--- src/rtl/rx_serial_uart_param.sv ---
// Parameterised asynchronous serial receiver: 5..9 data bits, optional odd/even parity,
// 1 or 2 stop bits, with framing/parity error flags and a sticky overrun flag.
module rx_serial_uart_param #(
  parameter int unsigned CLK_PER_BIT = 434,
  parameter int unsigned DATA_BITS   = 8,
  parameter int unsigned PARITY      = 0,
  parameter int unsigned STOP_BITS   = 1
) (
  input  logic                 clock,
  input  logic                 reset,
  input  logic                 RX,
  input  logic                 limpa,
  output logic [DATA_BITS-1:0] dados,
  output logic                 pronto,
  output logic                 erro_paridade,
  output logic                 erro_parada,
  output logic                 sobreposicao,
  output logic                 recebendo
);

  localparam int unsigned CW = $clog2(CLK_PER_BIT);
  localparam int unsigned BW = $clog2(DATA_BITS + 1);

  localparam logic [CW-1:0] HALF      = CW'(CLK_PER_BIT / 2);
  localparam logic [CW-1:0] LAST      = CW'(CLK_PER_BIT - 1);
  localparam logic [BW-1:0] LAST_DATA = BW'(DATA_BITS - 1);
  localparam logic [BW-1:0] LAST_STOP = BW'(STOP_BITS - 1);
  localparam logic          ODD       = (PARITY == 1);

  localparam logic [2:0] INICIAL  = 3'd0;
  localparam logic [2:0] PARTIDA  = 3'd1;
  localparam logic [2:0] DADOS    = 3'd2;
  localparam logic [2:0] PARIDADE = 3'd3;
  localparam logic [2:0] PARADA   = 3'd4;
  localparam logic [2:0] ARMAZENA = 3'd5;
  localparam logic [2:0] ESPERA   = 3'd6;

  logic [1:0]           sync_q;
  logic                 rs;
  logic [2:0]           state_q, state_d;
  logic [CW-1:0]        cnt_q, cnt_d;
  logic [BW-1:0]        bit_q, bit_d;
  logic [DATA_BITS-1:0] shift_q, shift_d;
  logic                 par_err_q, par_err_d;
  logic                 stop_err_q, stop_err_d;
  logic                 store;
  logic                 tick;

  assign rs        = sync_q[1];
  assign tick      = (cnt_q == LAST);
  assign recebendo = (state_q != INICIAL);

  always_comb begin
    state_d    = state_q;
    cnt_d      = cnt_q;
    bit_d      = bit_q;
    shift_d    = shift_q;
    par_err_d  = par_err_q;
    stop_err_d = stop_err_q;
    store      = 1'b0;
    case (state_q)
      INICIAL: begin
        if (!rs) begin
          cnt_d   = '0;
          state_d = PARTIDA;
        end
      end
      PARTIDA: begin
        if (cnt_q == HALF) begin
          cnt_d      = '0;
          bit_d      = '0;
          par_err_d  = 1'b0;
          stop_err_d = 1'b0;
          state_d    = rs ? INICIAL : DADOS;
        end else begin
          cnt_d = cnt_q + 1'b1;
        end
      end
      DADOS: begin
        if (tick) begin
          cnt_d   = '0;
          shift_d = {rs, shift_q[DATA_BITS-1:1]};
          if (bit_q == LAST_DATA) begin
            bit_d   = '0;
            state_d = (PARITY != 0) ? PARIDADE : PARADA;
          end else begin
            bit_d = bit_q + 1'b1;
          end
        end else begin
          cnt_d = cnt_q + 1'b1;
        end
      end
      PARIDADE: begin
        if (tick) begin
          cnt_d     = '0;
          // Odd parity expects the XOR over data and parity bit to be 1, even expects 0.
          par_err_d = ((^shift_q) ^ rs) != ODD;
          state_d   = PARADA;
        end else begin
          cnt_d = cnt_q + 1'b1;
        end
      end
      PARADA: begin
        if (tick) begin
          cnt_d = '0;
          if (!rs) stop_err_d = 1'b1;
          if (bit_q == LAST_STOP) begin
            bit_d   = '0;
            state_d = ARMAZENA;
          end else begin
            bit_d = bit_q + 1'b1;
          end
        end else begin
          cnt_d = cnt_q + 1'b1;
        end
      end
      ARMAZENA: begin
        store   = 1'b1;
        // A low line after a bad stop bit is a break, not a new start.
        state_d = stop_err_q ? ESPERA : INICIAL;
      end
      ESPERA: begin
        if (rs) state_d = INICIAL;
      end
      default: state_d = INICIAL;
    endcase
  end

  always_ff @(posedge clock or posedge reset) begin
    if (reset) begin
      sync_q     <= 2'b11;
      state_q    <= INICIAL;
      cnt_q      <= '0;
      bit_q      <= '0;
      shift_q    <= '0;
      par_err_q  <= 1'b0;
      stop_err_q <= 1'b0;
    end else begin
      sync_q     <= {sync_q[0], RX};
      state_q    <= state_d;
      cnt_q      <= cnt_d;
      bit_q      <= bit_d;
      shift_q    <= shift_d;
      par_err_q  <= par_err_d;
      stop_err_q <= stop_err_d;
    end
  end

  always_ff @(posedge clock or posedge reset) begin
    if (reset) begin
      dados         <= '0;
      pronto        <= 1'b0;
      erro_paridade <= 1'b0;
      erro_parada   <= 1'b0;
      sobreposicao  <= 1'b0;
    end else if (store) begin
      dados         <= shift_q;
      pronto        <= 1'b1;
      erro_paridade <= par_err_q;
      erro_parada   <= stop_err_q;
      // A simultaneous acknowledge consumes the old word, so no overrun is flagged.
      sobreposicao  <= (pronto | sobreposicao) & ~limpa;
    end else if (limpa && pronto) begin
      pronto        <= 1'b0;
      erro_paridade <= 1'b0;
      erro_parada   <= 1'b0;
      sobreposicao  <= 1'b0;
    end
  end

endmodule

--- config.mk ---
export PLATFORM = sky130hd
export DESIGN_NAME = rx_serial_uart_param
export DESIGN_NICKNAME = d
export VERILOG_FILES = /design/src/rtl/rx_serial_uart_param.sv
export SDC_FILE = /design/constraint.sdc
export NUM_CORES = 1
export LEC_CHECK = 0
export CORE_ASPECT_RATIO = 1.5
export CORE_UTILIZATION = 24
export DETAILED_ROUTE_END_ITERATION = 7
export SETUP_SLACK_MARGIN = 0.02
export SYNTH_ARGS = -nofsm -noshare
export SYNTH_HDL_FRONTEND = slang
export SYNTH_SLANG_ARGS = --single-unit
--- constraint.sdc ---
create_clock -name clock -period 2.8 [get_ports clock]
set_input_delay 0.42 -clock clock [delete_from_list [all_inputs] [get_ports clock]]
set_output_delay 0.42 -clock clock [all_outputs]
set_load 0.05 [all_outputs]
# After elaboration in Yosys (flattened, before gate mapping)
# Index checks and enable logic that the tools add are counted.
[totals]
input_bits = 4
register_bits = 40
word_cells = 86
[classes]
eq_ne = 18
n_bitwise = 4
n_addsub = 2
n_mux = 33
reduce_logical = 17
[ops]
columns = ["cell", "n"]
rows = [
  ["two-way mux 3 bit", 9],
  ["two-way mux 9 bit", 3],
  ["one-hot mux 9 bit (3 select lines)", 1],
  ["one-hot mux 3 bit (7 select lines)", 1],
  ["two-way mux 4 bit", 5],
  ["!= test 2 bit, second input constant", 9],
  ["one-hot mux 4 bit (3 select lines)", 1],
  ["two-way mux 1 bit", 10],
  ["adder 9 x 1 -> 9 bit, second input constant", 1],
  ["== test 3 bit, second input constant", 3],
  ["== test 9 x 8 -> 1 bit, second input constant", 1],
  ["== test 9 bit, second input constant", 1],
  ["nonzero test 3 bit", 3],
  ["AND reduction 4 bit", 2],
  ["AND reduction 8 bit", 1],
  ["parity 8 bit", 1],
  ["== test 3 x 2 -> 1 bit, second input constant", 2],
  ["nonzero test 2 bit", 3],
  ["adder 4 x 1 -> 4 bit, second input constant", 1],
  ["== test 4 x 3 -> 1 bit, second input constant", 1],
  ["logical NOT 4 bit", 1],
  ["one-hot mux 1 bit (2 select lines)", 2],
  ["AND reduction 2 bit", 2],
  ["== test 3 x 1 -> 1 bit, second input constant", 1],
  ["9 further kinds", 9],
]

# Depth between registers and ports, before layout
# Gate-level depths: netlist (run 1).
[logic_depth]
word_depth = 4
depth_mapped = 7
mapped_depth_nobuf = 7

# Least setup slack after synthesis (run 1)
# Ideal clock, no wire load.
[synth_path]
path_kind = "flip-flop to flip-flop"
startpoint = "register cnt_q[1]"
endpoint = "register shift_q[2]"
setup_slack_ns = 0.888
required_time_ns = 2.675
n_path_buf = 0
t_arrival_ns = 1.787
setup_ns = 0.125
path_stages_with_launch = 8
path_cell_list = "dfrtp_1 -> inv_1 -> ha_1 -> nand3b_1 -> nor4_1 -> nand2_1 -> nor2_4 -> mux2_2"
[synth_between]
elab_chain_len = 2
[synth_lines]
columns = ["element", "line_no", "rtl"]
rows = [
  ["from (decl)", "41", "logic [CW-1:0] cnt_q, cnt_d;"],
  ["from (signal assigned)", "141", "cnt_q <= cnt_d;"],
  ["== test 9 bit", "50", "assign tick = (cnt_q == LAST);"],
  ["AND reduction 2 bit (no line)", "n/a", ""],
  ["to (signal assigned)", "143", "shift_q <= shift_d;"],
  ["to (decl)", "43", "logic [DATA_BITS-1:0] shift_q, shift_d;"],
]
# No other way between the ends.
# A chain may end at the register's enable or synchronous reset.

# Worst setup path after layout (run 1)
[layout_path]
startpoint = "register state_q[1]"
endpoint = "output port recebendo"
[layout_between]
elab_chain_len = 1
[layout_lines]
columns = ["element", "line_no", "rtl"]
rows = [
  ["from (decl)", "40", "logic [2:0] state_q, state_d;"],
  ["from (signal assigned)", "140", "state_q <= state_d;"],
  ["nonzero test 3 bit", "51", "assign recebendo = (state_q != INICIAL);"],
  ["to (decl)", "18", "output logic recebendo"],
]
# No other way between the ends.

==> results of run 1 <==
cell families after synthesis:
group                    Yosys count  synth area share, %
multiplexers                      10                 5.40
AO/OA/AOI/OAI                     45                 14.0
XOR/XNOR                          10                 4.25
AND/OR/NAND/NOR                   91                 22.6
adder cells (fa/ha/maj)            4                 2.43
buffers and inverters             14                 2.61
flip-flops                        40                 48.7
sequential cells by signal, summed over array words and instances, names as in the netlist, 2 cells and up:
name / flops
shift_q: 8
dados: 8
cnt_q: 9
sync_q: 2
bit_q: 4
state_q: 3
synthesized netlist by cell type (2+ instances only):
| library cell | n |
|---|---|
| nor2_1 | 9 |
| nor3_1 | 2 |
| nand4b_1 | 2 |
| nor3b_1 | 2 |
| a31oi_1 | 6 |
| nand2b_1 | 5 |
| inv_1 | 7 |
| a21o_1 | 4 |
| ha_1 | 4 |
| mux2_2 | 2 |
| a21oi_1 | 10 |
| nand3_1 | 9 |
| o21ai_0 | 12 |
| xnor2_1 | 7 |
| dfstp_2 | 2 |
| dfrtp_1 | 38 |
| xor2_1 | 3 |
| and3b_1 | 2 |
| nand2_1 | 43 |
| or3_1 | 3 |
| o21ai_1 | 3 |
| o22ai_1 | 2 |
| mux2_1 | 7 |
| clkbuf_1 | 6 |
| nand3b_1 | 5 |
worst max-delay path, stage by stage, from the launching register on:
cell	delay, ns
dfrtp_1	0.53
or3_1	0.40
clkdlybuf4s50_1	0.70
through the flow:
step           cells  util (%)  power, mW  hold WS [ns]
2_1_floorplan    214         -      0.617         0.345
3_3_place_gp     332      28.0      0.633         0.350
3_5_place_dp     332      28.0      0.634         0.347
4_1_cts          340      30.0       1.28         0.356
5_1_grt          340      30.0       1.31         0.364
6_report         340      30.0       1.26         0.354
where the power goes:
group	internal, mW	switching [mW]
combinational	0.0116	0.0236
clock	0.418	0.223
sequential	0.583	0.00315
cell type report:
| cell class | count | area, sq um |
|---|---|---|
| timing repair buffer | 18 | 175 |
| fill | 849 | 5850 |
| inverter | 7 | 26.3 |
| tap | 107 | 134 |
| sequential | 40 | 1000 |
| multi-input combinational | 160 | 1000 |
| clock inverter | 3 | 42.5 |
| clock buffer | 5 | 125 |
per-layer routing:
layer | up-vias | wire length (um)
met2 | 19 | 2160
met5 | - | 0
li1 | 783 | -
met1 | 734 | 1690
met3 | 9 | 117
met4 | 0 | 82
how the worst max path moves through the flow:
stage / from / cells past startpoint / to
after floorplan: cnt_q[1] / 7 / shift_q[2]
after global placement: state_q[1] / 4 / state_q[1]
after detailed placement: cnt_q[1] / 7 / shift_q[3]
after CTS: state_q[1] / 2 / recebendo
after global routing: state_q[1] / 2 / recebendo
final: state_q[1] / 2 / recebendo
==> results by group, run 1 <==
Outcome
  • Status: finished, final reports clean

Finish
  • Layout Nets: 240
  • Syn-to-layout area delta: 21.8%
  • Commonest non-fill, non-tap cell in the layout: nand2_1
  • Diode count: 0
  • Final Cell Area: 2510 sq um
  • Most frequent cells in the layout: 43 x nand2_1, 38 x dfrtp_1, 16 x clkdlybuf4s50_1, 12 x o21ai_0, 10 x a21oi_1
  • Layout cells sized above 1: 9.44%

Clock network
  • Skew-Pair Late Insertion Delay: 0.28 ns
  • Setup bufs post-CTS: 0
  • TritonCTS clock tree: yes
  • Cts-stage hold buffer count: 0
  • H-tree depth: 2
  • Sinks on Clock Net: 40
  • Post-CTS resize count: 0
  • CTS clk-pin slew, worst paths: 0.06 ns
  • CTS root buffer: clkbuf_16
  • Num CTS Buffers: 5
  • CTS Buffer Depth: 2

Detailed routing
  • Initial DRC count: 78
  • DR vias/cell: 4.54
  • Drt total wl: 4.05 mm
  • Initial DRT Pass Iterations: 4
  • DRC violations left: 0
  • Post-detailed-route count of antenna-violating nets: 0
  • Post-DR wirelength/cell: 11.9 um
  • Via Count: 1545

Floorplanning
  • Die area: 8970 sq um
  • # IOs: 17
  • Die Span Y: 115 um
  • Core Area: 8360 sq um
  • Initial Utilization: 24.6%
  • Std-Cell Rows: 41
  • Die Span X: 77.7 um

STA
  • Clock skew: 0.00313 ns
  • Sum of negative setup slack: 0 ns
  • Max-Slew Margin vs Limit: 65.8%
  • Endpoints failing hold: 0
  • Fin crit share: 83.4%
  • Slew @ Worst Pin: 0.513 ns
  • Peak Freq: 0.428 GHz
  • Final worst slack: 0.465 ns
  • Slew Limit Fails: 0
  • Final Critical Period: 2.34 ns
  • Unrepaired setup endpoints after global routing: no
  • Endpoints failing setup: 0

Power and ir drop
  • Leak: 1.07 nW
  • Max rail drop VDD: 0.234 mV
  • Power per Cell Area: 503 nW/um^2

Synthesis
  • Post-Syn Instances: 214
  • Post-synth top area share: 46.1%
  • Cell taking the most area after synthesis: dfrtp_1
  • Syn Std Cell Area: 2060 sq um
  • Post-synth ARST share: 100%
  • Post-synth top flop: dfrtp_1
  • Largest cells by area after synthesis: dfrtp_1 46%, nand2_1 7.8%, mux2_1 3.8%
  • Yosys warns: 0
  • Post-synthesis sequential area ratio: 48.7%
  • Avg Inst Size Synth: 9.63 sq um
  • Library cells used by synthesis: 44
  • Number of enable flip-flop cells after synthesis: 0
  • Post-Synthesis Net Count: 222
  • Synth Register Bits: 40

Place
  • Post-DP HPWL: 2.95 mm
  • Final RePlAce weighted congestion: 0.847
  • Place WS: 0.685 ns
  • Placed cell area: 2340 sq um
  • Port buffer count: 16

Global routing
  • First-pass GRT wire length: 7.02 mm
  • Grt met1 use: 10.7%
  • GR peak layer: met2
  • Vias in the first global route: 1518
  • Initial antenna violation count: 0
  • GR Util All Layers: 9.89%
  • GRT overflow: 0
  • Grt met3 use: 2.36%
  • Grt met2 use: 18.2%
  • Largest net degree at the start of global routing: 41

Critical path
  • Crit-path max FO: 17
  • RR Endpoint: shift_q[2]
  • Setup CP Type: flop to output port
  • Worst Path Required: 2.38 ns
  • FF-to-FF path depth: 7
  • Arr. time, crit path: 1.92 ns
  • Crit end category: output port
  • Worst setup SP type: flop
  • Reg2reg start: cnt_q[1]
  • R2r setup slk: 0.68 ns

Hold path
  • Min-delay src: sync_q[0]
  • Worst hold path depth: 0
  • WHS Endpoint: sync_q[1]
  • Worst min path class: flop to flop

Run
  • Max_cap viols: 0
Power figures use the tool's default switching activity.
==> run 2: changes to the inputs <==
==> constraint.sdc (replaced) <==
create_clock -name clock -period 2.3 [get_ports clock]
set_input_delay 0.345 -clock clock [delete_from_list [all_inputs] [get_ports clock]]
set_output_delay 0.345 -clock clock [all_outputs]
set_load 0.05 [all_outputs]
==> run 2 against run 1 <==
Global-route usage is 0.59 points higher. Worst hold slack about the same. Register-to-register slack got worse by 0.37 ns. Utilization increased by 0.49 points. Sequential power is 22% higher. Count of clock-buffer cells in the layout unchanged. Largest cell class is now multi-input gates. Largest power group unchanged.
==> results by group, run 2 (synthesis gave the netlist of run 1 again) <==
Outcome
  • Status: finished, final reports clean

Clock network
  • Setup bufs post-CTS: 0
  • CTS clk-pin slew, worst paths: 0.06 ns
  • Post-CTS resize count: 0
  • Num CTS Buffers: 5
  • Skew-Pair Late Insertion Delay: 0.28 ns
  • CTS Buffer Depth: 2
  • CTS root buffer: clkbuf_16
  • Cts-stage hold buffer count: 0
  • TritonCTS clock tree: yes
  • H-tree depth: 2
  • Sinks on Clock Net: 40

STA
  • Peak Freq: 0.502 GHz
  • Max-Slew Margin vs Limit: 66.1%
  • Endpoints failing hold: 0
  • Fin crit share: 86.7%
  • Slew @ Worst Pin: 0.508 ns
  • Clock skew: 0.00441 ns
  • Final Critical Period: 1.99 ns
  • Sum of negative setup slack: 0 ns
  • Endpoints failing setup: 0
  • Unrepaired setup endpoints after global routing: no
  • Slew Limit Fails: 0

Hold path
  • Min-delay src: sync_q[0]
  • Worst hold path depth: 0
  • Worst min path class: flop to flop
  • WHS Endpoint: sync_q[1]

Critical path
  • R2r setup slk: 0.31 ns
  • Setup CP Type: flop to flop
  • Reg2reg start: state_q[2]
  • Cell family with most CP delay: simple AND/OR/NAND/NOR gates
  • Worst Path Required: 2.51 ns
  • Crit-path max FO: 10
  • Buf/Inv on CP: 1
  • Arr. time, crit path: 2.20 ns
  • FF-to-FF path depth: 6
  • Crit-path max cell delay: 0.52 ns
  • Slowest cell on crit path: or4_1
  • Worst setup SP type: flop
  • Worst-path cell chain: buf_4 -> nor3b_1 -> o22ai_1 -> a21boi_2 -> or4_1 -> o21ai_1
  • RR Endpoint: cnt_q[7]
  • Crit end category: flop

Detailed routing
  • Initial DRT Pass Iterations: 4
  • Via Count: 1582
  • M1 wire length: 1.71 mm
  • Post-detailed-route count of antenna-violating nets: 0
  • DRC violations left: 0
  • DR top layer: met4
  • Metal3 WL: 97 um
  • Drt total wl: 4.22 mm
  • DR vias/cell: 4.59
  • Met2 Wirelength: 2.32 mm
  • Initial DRC count: 89
  • Post-DR wirelength/cell: 12.2 um

Global routing
  • GR Util All Layers: 10.5%
  • Vias in the first global route: 1630
  • First-pass GRT wire length: 7.36 mm
  • Initial antenna violation count: 0
  • Largest net degree at the start of global routing: 41
  • GRT overflow: 0

Floorplanning
  • Die Span X: 77.7 um
  • # IOs: 17
  • Die area: 8970 sq um
  • Std-Cell Rows: 41
  • Initial Utilization: 24.6%
  • Die Span Y: 115 um
  • Core Area: 8360 sq um

Power and ir drop
  • Power per Cell Area: 605 nW/um^2
  • Max rail drop VDD: 0.339 mV
  • Sw Ratio: 20.1%
  • Leak: 1.09 nW
  • Int Pwr: 1.23 mW
  • Sw power: 311 uW
  • Total Power: 1.54 mW
  • Gate power share: 2.8%
  • Flop pwr share: 46.2%
  • Clock power frac: 51.0%

Finish
  • Layout Nets: 245
  • Diode count: 0
  • Commonest non-fill, non-tap cell in the layout: nand2_1
  • Layout cells sized above 1: 12.2%
  • Syn-to-layout area delta: 23.8%
  • Most frequent cells in the layout: 43 x nand2_1, 38 x dfrtp_1, 15 x clkdlybuf4s50_1, 12 x o21ai_0, 10 x a21oi_1
  • Top reg by flops: cnt_q
  • Fill cells: 866
  • Final Cell Area: 2550 sq um
  • Largest register FFs: 9
  • Largest regs: cnt_q x9, dados x8, shift_q x8
  • Non-Filler Instances: 345

Place
  • Final RePlAce weighted congestion: 0.778
  • Post-DP HPWL: 3.07 mm
  • Placed cell area: 2380 sq um
  • Port buffer count: 16
  • Placed Cells: 337

Run
  • Max_cap viols: 0
[run 2: worst reg2reg max path, delay by kind of cell (launching register included)]
family,cells,cell delay [ns]
simple gates,2,0.75
compound gates,3,0.47
buf+inv,1,0.21
flops,1,0.49
[run 2: layer usage]
layer	vias up	GRT usage, %
met4	0	5.03
met5	-	0
met3	8	2.13
met2	20	20.4
met1	765	10.5
li1	789	-
[run 2: worst max-delay path by stage]
stage,startpoint,end,slack (ns),depth (start not counted)
finish,state_q[2],cnt_q[7],0.31,6
global route,cnt_q[3],bit_q[3],0.18,5
detailed placement,cnt_q[1],shift_q[5],0.28,7
CTS,cnt_q[1],shift_q[5],0.27,7
global placement,cnt_q[3],bit_q[3],0.31,5
floorplan,cnt_q[1],shift_q[2],0.39,7
[run 2: metrics by stage]
step / utilization (%) / hold WS [ns] / setup WS (ns)
detailed placement: 28.4 / 0.347 / 0.285
global route: 30.5 / 0.362 / 0.181
CTS: 30.4 / 0.356 / 0.273
finish: 30.5 / 0.354 / 0.306
floorplan: - / 0.345 / 0.388
global placement: 28.4 / 0.347 / 0.313
[run 2: power groups by stage]
stage | registers [mW] | logic (mW) | clock network [mW]
floorplan | 0.735 | 0.0162 | 0
global placement | 0.726 | 0.0439 | 0
detailed placement | 0.727 | 0.0443 | 0
CTS | 0.714 | 0.0447 | 0.809
global route | 0.714 | 0.0478 | 0.835
finish | 0.714 | 0.0426 | 0.787
[run 2: area by class of cell]
class	count	area, sq um	area share, %
Multi-Input combinational cell	160	1010	39.6
Sequential cell	40	1000	39.3
Timing Repair Buffer	23	210	8.24
Tap cell	107	134	5.25
Clock buffer	5	125	4.90
Clock inverter	3	42.5	1.67
Inverter	7	26.3	1.03
